**src/rtl/cmos_pixel_packer_if.sv**
```systemverilog
// Camera-side pixel bus plus camera-FIFO write side of the pixel packer.
// The master drives pixels and the FIFO full flag. The slave is the packer.
interface cmos_pixel_packer_if;
    logic [7:0]  cmos_data;
    logic        cmos_fen;
    logic        cmos_len;
    logic        cam_fifo_full;
    logic        cam_fifo_wren;
    logic [63:0] cam_fifo_wrdata;
    logic [15:0] FS_mark;
    logic        rec_camdata_flag;
    logic        read_cam_fifo_trigger;
    logic        overflow_err;

    modport master (
        output cmos_data, cmos_fen, cmos_len, cam_fifo_full,
        input  cam_fifo_wren, cam_fifo_wrdata, FS_mark, rec_camdata_flag,
               read_cam_fifo_trigger, overflow_err
    );

    modport slave (
        input  cmos_data, cmos_fen, cmos_len, cam_fifo_full,
        output cam_fifo_wren, cam_fifo_wrdata, FS_mark, rec_camdata_flag,
               read_cam_fifo_trigger, overflow_err
    );
endinterface

```
**src/rtl/cmos_pixel_packer.sv**
```systemverilog
// Packs 8-bit CMOS pixels into 64-bit camera-FIFO words, MSB-first, one line per word group.
// Also tracks the frame sequence number and pulses a read trigger every TRIG_WORDS writes.
module cmos_pixel_packer #(
    parameter int unsigned TRIG_WORDS = 128,
    parameter logic [7:0]  PAD_BYTE   = 8'h00
) (
    input  logic               cmos_pixclk,
    input  logic               rst,
    cmos_pixel_packer_if.slave bus
);

    localparam logic [9:0] TRIG_W = 10'(TRIG_WORDS);

    typedef enum logic [1:0] {
        SYNC   = 2'd0,
        ACTIVE = 2'd1,
        FLUSH  = 2'd2
    } state_t;

    state_t      state_q, state_d;
    logic        fen_d_q, len_d_q;
    logic [2:0]  bcnt_q, bcnt_d;
    logic [63:0] sh_q, sh_d;
    logic [9:0]  wcnt_q, wcnt_d;
    logic        wren_q, wren_d;
    logic [63:0] wrdata_q, wrdata_d;
    logic [15:0] fs_q, fs_d;
    logic        rec_q, rec_d;
    logic        trig_q, trig_d;
    logic        ovf_q, ovf_d;

    logic        frame_start, frame_end, line_end, byte_vld;
    logic        capture, emit, fire;
    logic [63:0] sh_shift, pad_word, emit_word;
    logic [9:0]  wbase, wcnt_inc;

    always_comb begin
        frame_start = bus.cmos_fen & ~fen_d_q;
        frame_end   = ~bus.cmos_fen & fen_d_q;
        line_end    = (state_q == ACTIVE) & ~bus.cmos_len & len_d_q;
        byte_vld    = bus.cmos_fen & bus.cmos_len;
        sh_shift    = {sh_q[55:0], bus.cmos_data};

        // Left-justify the bcnt_q held bytes and fill the low lanes with PAD_BYTE.
        pad_word = sh_q;
        for (int j = 0; j < 8; j++) begin
            if (3'(j) >= bcnt_q) pad_word = {pad_word[55:0], PAD_BYTE};
        end

        state_d   = state_q;
        bcnt_d    = bcnt_q;
        sh_d      = sh_q;
        wbase     = wcnt_q;
        fs_d      = fs_q;
        rec_d     = rec_q;
        ovf_d     = ovf_q;
        capture   = 1'b0;
        emit      = 1'b0;
        emit_word = pad_word;

        case (state_q)
            SYNC: begin
                if (frame_start) begin
                    state_d = ACTIVE;
                    fs_d    = fs_q + 16'd1;
                    rec_d   = 1'b1;
                    ovf_d   = 1'b0;
                    bcnt_d  = 3'd0;
                    wbase   = 10'd0;
                    capture = bus.cmos_len;
                end
            end
            ACTIVE: begin
                // A coincident line end is left to FLUSH so only one padded word goes out.
                if (frame_end) begin
                    state_d = FLUSH;
                    rec_d   = 1'b0;
                end else if (line_end) begin
                    emit   = (bcnt_q != 3'd0);
                    bcnt_d = 3'd0;
                end else if (byte_vld) begin
                    capture   = 1'b1;
                    emit      = (bcnt_q == 3'd7);
                    emit_word = sh_shift;
                end
            end
            FLUSH: begin
                state_d = SYNC;
                emit    = (bcnt_q != 3'd0);
                bcnt_d  = 3'd0;
            end
            default: state_d = SYNC;
        endcase

        if (capture) begin
            sh_d   = sh_shift;
            bcnt_d = bcnt_d + 3'd1;
        end

        // The pixel stream cannot stall, so a word that meets a full FIFO is dropped.
        fire     = emit & ~bus.cam_fifo_full;
        if (emit & bus.cam_fifo_full) ovf_d = 1'b1;
        wren_d   = fire;
        wrdata_d = fire ? emit_word : wrdata_q;

        wcnt_inc = wbase + {9'd0, fire};
        wcnt_d   = wcnt_inc;
        trig_d   = 1'b0;
        if (fire && (wcnt_inc == TRIG_W)) begin
            trig_d = 1'b1;
            wcnt_d = 10'd0;
        end
        if ((state_q == FLUSH) && (wcnt_d != 10'd0)) begin
            trig_d = 1'b1;
            wcnt_d = 10'd0;
        end
    end

    // fen_d resets high so a frame already in progress at reset release is not captured.
    always_ff @(posedge cmos_pixclk or negedge rst) begin
        if (!rst) begin
            state_q  <= SYNC;
            fen_d_q  <= 1'b1;
            len_d_q  <= 1'b0;
            bcnt_q   <= 3'd0;
            sh_q     <= 64'd0;
            wcnt_q   <= 10'd0;
            wren_q   <= 1'b0;
            wrdata_q <= 64'd0;
            fs_q     <= 16'd0;
            rec_q    <= 1'b0;
            trig_q   <= 1'b0;
            ovf_q    <= 1'b0;
        end else begin
            state_q  <= state_d;
            fen_d_q  <= bus.cmos_fen;
            len_d_q  <= bus.cmos_len;
            bcnt_q   <= bcnt_d;
            sh_q     <= sh_d;
            wcnt_q   <= wcnt_d;
            wren_q   <= wren_d;
            wrdata_q <= wrdata_d;
            fs_q     <= fs_d;
            rec_q    <= rec_d;
            trig_q   <= trig_d;
            ovf_q    <= ovf_d;
        end
    end

    assign bus.cam_fifo_wren         = wren_q;
    assign bus.cam_fifo_wrdata       = wrdata_q;
    assign bus.FS_mark               = fs_q;
    assign bus.rec_camdata_flag      = rec_q;
    assign bus.read_cam_fifo_trigger = trig_q;
    assign bus.overflow_err          = ovf_q;

endmodule

```
**src/flat_wrapper.sv**
```systemverilog
// flat-port wrapper written by rule: the top's interface ports become plain ports
module cmos_pixel_packer_flat 
#(
    parameter int unsigned TRIG_WORDS = 128,
    parameter logic [7:0]  PAD_BYTE   = 8'h00
)
  (cmos_pixclk, rst, bus_cmos_data, bus_cmos_fen, bus_cmos_len, bus_cam_fifo_full, bus_cam_fifo_wren, bus_cam_fifo_wrdata, bus_FS_mark, bus_rec_camdata_flag, bus_read_cam_fifo_trigger, bus_overflow_err);
  cmos_pixel_packer_if bus_i ();
  input  logic cmos_pixclk;
  input  logic rst;
  input wire logic [$bits(bus_i.cmos_data)-1:0] bus_cmos_data;
  input wire logic [$bits(bus_i.cmos_fen)-1:0] bus_cmos_fen;
  input wire logic [$bits(bus_i.cmos_len)-1:0] bus_cmos_len;
  input wire logic [$bits(bus_i.cam_fifo_full)-1:0] bus_cam_fifo_full;
  output wire logic [$bits(bus_i.cam_fifo_wren)-1:0] bus_cam_fifo_wren;
  output wire logic [$bits(bus_i.cam_fifo_wrdata)-1:0] bus_cam_fifo_wrdata;
  output wire logic [$bits(bus_i.FS_mark)-1:0] bus_FS_mark;
  output wire logic [$bits(bus_i.rec_camdata_flag)-1:0] bus_rec_camdata_flag;
  output wire logic [$bits(bus_i.read_cam_fifo_trigger)-1:0] bus_read_cam_fifo_trigger;
  output wire logic [$bits(bus_i.overflow_err)-1:0] bus_overflow_err;
  assign bus_i.cmos_data = bus_cmos_data;
  assign bus_i.cmos_fen = bus_cmos_fen;
  assign bus_i.cmos_len = bus_cmos_len;
  assign bus_i.cam_fifo_full = bus_cam_fifo_full;
  assign bus_cam_fifo_wren = bus_i.cam_fifo_wren;
  assign bus_cam_fifo_wrdata = bus_i.cam_fifo_wrdata;
  assign bus_FS_mark = bus_i.FS_mark;
  assign bus_rec_camdata_flag = bus_i.rec_camdata_flag;
  assign bus_read_cam_fifo_trigger = bus_i.read_cam_fifo_trigger;
  assign bus_overflow_err = bus_i.overflow_err;
  cmos_pixel_packer #(.TRIG_WORDS(TRIG_WORDS), .PAD_BYTE(PAD_BYTE)) u_core (.cmos_pixclk(cmos_pixclk), .rst(rst), .bus(bus_i));
endmodule
```
**config.mk**
```make
export PLATFORM = sky130hd
export DESIGN_NAME = cmos_pixel_packer_flat
export DESIGN_NICKNAME = d
export VERILOG_FILES = /design/src/rtl/cmos_pixel_packer_if.sv /design/src/rtl/cmos_pixel_packer.sv /design/src/flat_wrapper.sv
export SDC_FILE = /design/constraint.sdc
export NUM_CORES = 1
export LEC_CHECK = 0
export ABC_AREA = 1
export CORE_ASPECT_RATIO = 0.75
export CORE_MARGIN = 4
export CORE_UTILIZATION = 45
export CTS_CLUSTER_DIAMETER = 150
export DETAILED_ROUTE_END_ITERATION = 8
export PLACE_DENSITY = 0.65
export SYNTH_ARGS = -nofsm -noshare
export SYNTH_HDL_FRONTEND = slang
export SYNTH_SLANG_ARGS = --single-unit
```
**constraint.sdc**
```tcl
create_clock -name cmos_pixclk -period 4.15 [get_ports cmos_pixclk]
set_clock_uncertainty 0.15 [all_clocks]
set_input_delay 0.415 -clock cmos_pixclk [delete_from_list [all_inputs] [get_ports cmos_pixclk]]
set_output_delay 0.415 -clock cmos_pixclk [all_outputs]
set_load 0.1 [all_outputs]
```
## After elaboration in Yosys (flattened, before gate mapping)

Index checks and enable logic that the tools add are counted.

- Register bits: 165
- Input port bits: 13
- Output and inout port bits: 84
- Logic and storage cells: 93

- Add/subtract/negate cells: 3
- $lt $le $gt $ge: 8
- Equal/unequal tests: 6
- Mux-type cells: 41
- Bitwise operators: 11
- Reduce and logical (&&, ||, !) cells: 12

Operators by type and width:

| kind | count |
|---|---|
| 64-bit two-way mux | 12 |
| 10-bit two-way mux | 4 |
| 16-bit by 1-bit adder with 16-bit output (second input constant) | 1 |
| 1-bit two-way mux | 14 |
| 3-bit greater-or-equal comparator (first input constant) | 4 |
| 3-bit two-way mux | 4 |
| 10-bit by 1-bit adder with 10-bit output | 1 |
| 10-bit by 8-bit == test with 1-bit output (second input constant) | 1 |
| 10-bit nonzero test | 1 |
| 3-bit one-hot mux with 3 select lines | 1 |
| 1-bit AND | 7 |
| 1-bit by 3-bit greater-or-equal comparator with 1-bit output (first input constant) | 2 |
| 2-bit by 3-bit greater-or-equal comparator with 1-bit output (first input constant) | 2 |
| 1-bit one-hot mux with 2 select lines | 3 |
| 2-bit AND reduction | 3 |
| 2-bit nonzero test | 3 |
| 2-bit two-way mux | 2 |
| 2-bit by 1-bit inequality test with 1-bit output (second input constant) | 2 |
| 1-bit inverter | 4 |
| 2-bit one-hot mux with 2 select lines | 1 |
| 3-bit by 1-bit adder with 3-bit output (second input constant) | 1 |
| 3-bit == test (second input constant) | 1 |
| 3-bit AND reduction | 1 |
| 3-bit nonzero test | 1 |
| 4 further kinds | 5 |

## Logic depth before layout (Yosys ltp)

- Depth after elaboration: 14
- Gate-level depth with buffers: 25
- Gate-level depth less buffers: 24

## Worst setup path before layout

Ideal clock, no wire load.

- Kind: reg-to-reg
- Start point: register u_core.state_q[1]
- End point: register u_core.trig_q, in the netlist u_core.bus.read_cam_fifo_trigger
- Arrival: 2.844 ns
- Data required time: 3.870 ns
- Path slack: 1.026 ns
- Cell stages (with the launch flop): 20
- Path buffers: 1
- Period minus slack after synthesis: 3.124 ns
- Cells stage by stage: dfrtp_1 inv_1 ha_1 nand3_1 inv_1 nand2_1 nand2_1 nand3_2 clkinv_1 buf_2 ha_1 ha_1 nand2_1 inv_1 nand3_2 o21ai_0 nand3_1 nand3b_1 nor2_1 o21ai_0

- Longest elaborated chain between the ends: 14
- Elaborated cells on any way between the ends: 18
- Classes of those cells: add/sub: 1; eq/ne: 3; mux: 7; bitwise: 3; reduce/logical: 4

Ends and longest elaborated chain:

| element | line | source |
|---|---|---|
| from (decl) | cmos_pixel_packer.sv:20 | `state_t state_q, state_d;` |
| from (signal assigned) | cmos_pixel_packer.sv:135 | `state_q <= state_d;` |
| 2-bit by 1-bit == test with 1-bit output | cmos_pixel_packer.sv:40, cmos_pixel_packer.sv:61 |  |
| 1-bit AND (2 in series) | cmos_pixel_packer.sv:40 | `line_end = (state_q == ACTIVE) & ~bus.cmos_len & len_d_q;` |
| 1-bit two-way mux | cmos_pixel_packer.sv:78 | `end else if (line_end) begin` |
| 1-bit two-way mux | cmos_pixel_packer.sv:75 | `if (frame_end) begin` |
| 1-bit one-hot mux with 2 select lines (*) | cmos_pixel_packer.sv:61 | `case (state_q)` |
| 1-bit AND (*) | cmos_pixel_packer.sv:101 | `fire = emit & ~bus.cam_fifo_full;` |
| via u_core.fire | cmos_pixel_packer.sv:33 | `logic capture, emit, fire;` |
| 10-bit by 1-bit adder with 10-bit output | cmos_pixel_packer.sv:106 | `wcnt_inc = wbase + {9'd0, fire};` |
| 10-bit by 8-bit == test with 1-bit output | cmos_pixel_packer.sv:109 | `if (fire && (wcnt_inc == TRIG_W)) begin` |
| 1-bit logical AND | cmos_pixel_packer.sv:109 |  |
| 10-bit two-way mux | cmos_pixel_packer.sv:109 |  |
| 10-bit nonzero test | cmos_pixel_packer.sv:113 | `if ((state_q == FLUSH) && (wcnt_d != 10'd0)) begin` |
| 1-bit logical AND | cmos_pixel_packer.sv:113 |  |
| 1-bit two-way mux (*) | cmos_pixel_packer.sv:113 |  |
| via u_core.trig_d | cmos_pixel_packer.sv:29 | `logic trig_q, trig_d;` |
| to (signal assigned) | cmos_pixel_packer.sv:145 | `trig_q <= trig_d;` |
| to (decl) | cmos_pixel_packer.sv:29 |  |

The timed path passes the listed nets; every way through them passes the cells marked *.
A chain may end at the register's enable or synchronous reset.

## Final worst setup path

- Start point: register u_core.state_q[1]
- End point: register u_core.wcnt_q[6]

- Longest elaborated chain between the ends: 14
- Elaborated cells on any way between the ends: 17
- Classes of those cells: add/sub: 1; eq/ne: 3; mux: 6; bitwise: 3; reduce/logical: 4

Ends and longest elaborated chain:

| element | line | source |
|---|---|---|
| 2-bit by 1-bit == test with 1-bit output | cmos_pixel_packer.sv:40, cmos_pixel_packer.sv:61 |  |
| 1-bit AND (2 in series) | cmos_pixel_packer.sv:40 |  |
| 1-bit two-way mux | cmos_pixel_packer.sv:78 |  |
| 1-bit two-way mux | cmos_pixel_packer.sv:75 |  |
| 1-bit one-hot mux with 2 select lines | cmos_pixel_packer.sv:61 |  |
| 1-bit AND | cmos_pixel_packer.sv:101 |  |
| 10-bit by 1-bit adder with 10-bit output | cmos_pixel_packer.sv:106 |  |
| 10-bit by 8-bit == test with 1-bit output | cmos_pixel_packer.sv:109 |  |
| 1-bit logical AND | cmos_pixel_packer.sv:109 |  |
| 10-bit two-way mux | cmos_pixel_packer.sv:109 |  |
| 10-bit nonzero test | cmos_pixel_packer.sv:113 |  |
| 1-bit logical AND | cmos_pixel_packer.sv:113 |  |
| 10-bit two-way mux (*) | cmos_pixel_packer.sv:113 |  |
| via u_core.wcnt_d[6] | cmos_pixel_packer.sv:24 | `logic [9:0] wcnt_q, wcnt_d;` |
| to (signal assigned) | cmos_pixel_packer.sv:140 | `wcnt_q <= wcnt_d;` |
| to (decl) | cmos_pixel_packer.sv:24 |  |

Marks and branches as above.

==> metrics <==
CP max stage cell=dfrtp_1; number of global-route vias before repair=roughly 9k; top cells by area, synth=dfrtp_1 40%, nand2_1 18%, nand3_1 9.6%; ratio of total power to cell area=708 mW/mm^2; max-slew violations=0; H-tree depth=4; crit path time final=3.30 ns; leading area contributor after synthesis=dfrtp_1; Reg clk slew, reported paths=approximately 0.07 ns; initial antenna violation count=0; Final Cell Area=between 0.01 and 0.015 mm^2; setup TNS=0 ns; CP endpoint kind=flip-flop; fin crit share=0.794; max_cap viols=0; worst vdd ir=between 0.0003 and 0.0004 V; Min-Delay Path Class=reg -> reg; wire per inst=between 15 and 20 um; GPL Wtd Cong=slightly above 0.9; post-synthesis cell area=between 0.009 and 0.01 mm^2; Ys Warns=0; RSZ-0062 raised after global routing=false; die extent in y=approximately 130 um; post-DP HPWL=between 20000 and 25000 um; first-pass GRT wire length=52100 um; Final Hold Viols=0; layout cells sized above 1=0.0549; total power=about 8 mW; post-CTS setup buffers=0; Synth cell types=44; Critical Path Max Stage Delay=around 0.40 ns; Initial Util=0.456; ANT nets after route=0; syn_nets=around 1.4k; drt first pass iters=6; Synth Register Bits=around 160; Total Routing Usage GR=0.278; status=finished, final reports clean; WP buf/inv=4; Post-route DRC=0; crit path cell chain=inv_1, ha_1, inv_1, nor2_1, nand3_1, nand2_1, nand2_1, nand2_1, nand3_4, clkinv_1, ha_1, nand2_1, inv_1, nand3_1, nor2_1, nand2_1, nand3_1, nor2_1, o21ai_1, nor2_1, nor2_4, nor2_1; DRT iter0 DRCs=around 1.2k; Clock Latency Late Sink=approximately 0.44 ns; IO buf count=96; IO Pins=between 90 and 100; Main synth FF type=dfrtp_1; vias per inst=between 5 and 6; Clock Path Buffers=2; fmax=just over 300 MHz; Pleak=5.40 nW; crit-path leading delay family=simple AND/OR/NAND/NOR gates; TritonCTS buffer count=17; Placement Cell Area=0.0107 mm^2; top cell types by occurrence after synthesis=462 x nand2_1, 185 x nand3_1, 156 x dfrtp_1, 113 x o21ai_0, 107 x inv_1; Arr. time, crit path=around 3.5 ns; die area=0.0239 mm^2; die width=177 um; # setup viols final=0; critical path peak fanout=8; CTS Hold Bufs=1; ys async rst share=1.00; most numerous cell in the Yosys netlist=nand2_1; Worst setup SP type=flip-flop; critical path class=reg -> reg; Mapped Cells=1370; ANT cells=0; Nets=~1.4k; Via Count=between 9k and 10k; sequential share of the synthesized area=0.408; Worst-Margin Slew=~1.0 ns; largest net degree at the start of global routing=a little under 90; CORE AREA=between 0.02 and 0.025 mm^2; Rel. slew slack=0.315; Overflow after GRT=0; CTS tree=done; Post-synth EDFFs=0; CP required=4.32 ns; Synth top area share=0.405; clk root buf=clkbuf_16; # resized after CTS=0; Synth Area per Inst=7.04 um^2; FP Rows=46; Clock Sinks=about 160; Layout area overhead=17.4%; Post-Route WL=32600 um
## worst paths after layout
| check | start | end | slack (ns) | cells after the start |
|---|---|---|---|---|
| setup / recovery | u_core.state_q[1] | u_core.wcnt_q[6] | 0.85 | 22 |
| hold / removal | u_core.sh_q[35] | u_core.sh_q[43] | 0.32 | 2 |
| setup reg to reg | u_core.state_q[1] | u_core.wcnt_q[6] | 0.85 | 22 |
| hold reg to reg | u_core.sh_q[35] | u_core.sh_q[43] | 0.32 | 2 |
| max in group asynchronous | rst | u_core.fen_d_q | 2.49 | 3 |
| min in group asynchronous | rst | u_core.bus.FS_mark[13] | 0.46 | 2 |
## routing by layer
layer,wire length (um),part of all wire,GRT usage,vias up
li1,-,-,-,4650
met1,14500,0.45,0.408,4565
met2,13400,0.41,0.397,561
met3,3830,0.12,0.0781,71
met4,877,0.027,0.0911,0
met5,0,0,0,-
## power breakdown
group          internal [mW]  switching (mW)
clock                  0.810           0.778
combinational          0.929            3.06
sequential              2.00           0.430
## final cells by class
cell class / instances / area, um^2
multi-input combinational: 1016 / 4850
timing repair buffer: 120 / 1160
clock buffer: 17 / 425
inverter: 114 / 428
tap: 288 / 360
fill: 2118 / 9810
clock inverter: 15 / 160
sequential: 157 / 3930
## worst reg2reg max path, cell delays in order (launching register included)
cell	delay (ns)
dfrtp_1	0.40
inv_1	0.15
ha_1	0.30
inv_1	0.08
nor2_1	0.08
nand3_1	0.09
nand2_1	0.07
nand2_1	0.05
nand2_1	0.11
nand3_4	0.08
clkinv_1	0.06
ha_1	0.17
nand2_1	0.06
inv_1	0.04
nand3_1	0.13
nor2_1	0.34
nand2_1	0.12
nand3_1	0.17
nor2_1	0.06
o21ai_1	0.13
nor2_1	0.08
nor2_4	0.20
nor2_1	0.07
## per-stage QoR
step	hold WS [ns]	util	std cells	setup slack [ns]
6_report	0.323	0.536	1727	0.853
5_1_grt	0.345	0.536	1727	0.428
4_1_cts	0.325	0.536	1727	0.888
3_5_place_dp	0.314	0.507	1694	0.745
3_3_place_gp	0.312	0.507	1694	0.784
2_1_floorplan	-0.0306	-	1370	1.03
## sequential cells by signal, indices dropped and copies added (netlist names)
signal / count
u_core.bus.cam_fifo_wrdata: 64
u_core.bus.overflow_err: 1
u_core.wcnt_q: 10
u_core.bcnt_q: 3
u_core.bus.FS_mark: 16
u_core.bus.cam_fifo_wren: 1
u_core.sh_q: 56
u_core.state_q: 2
u_core.bus.rec_camdata_flag: 1
u_core.bus.read_cam_fifo_trigger: 1
u_core.len_d_q: 1
u_core.fen_d_q: 1
## kinds of logic after synthesis
kind of cell    synth area share
simple gates               0.331
compound gates             0.143
buf+inv                   0.0902
flops                      0.408
xor+xnor                  0.0145
fa+ha+maj                 0.0130
## placed cells by master, fill, tap and decap left out, drive strengths merged, types with 6 or more instances in the layout
cell type and instances:
clkbuf 17, nand2 467, buf 24, xnor2 6, inv 122, clkdlybuf4s50 95
o211ai 26, clkinv 7, o21ai 120, nand4 20, a31oi 8, ha 10
xor2 10, dfrtp 156, o22ai 6, o31ai 10, nand3 188, nor3 6
nor2 56, a21oi 63
Note: power is estimated with default switching activity, not from simulation.
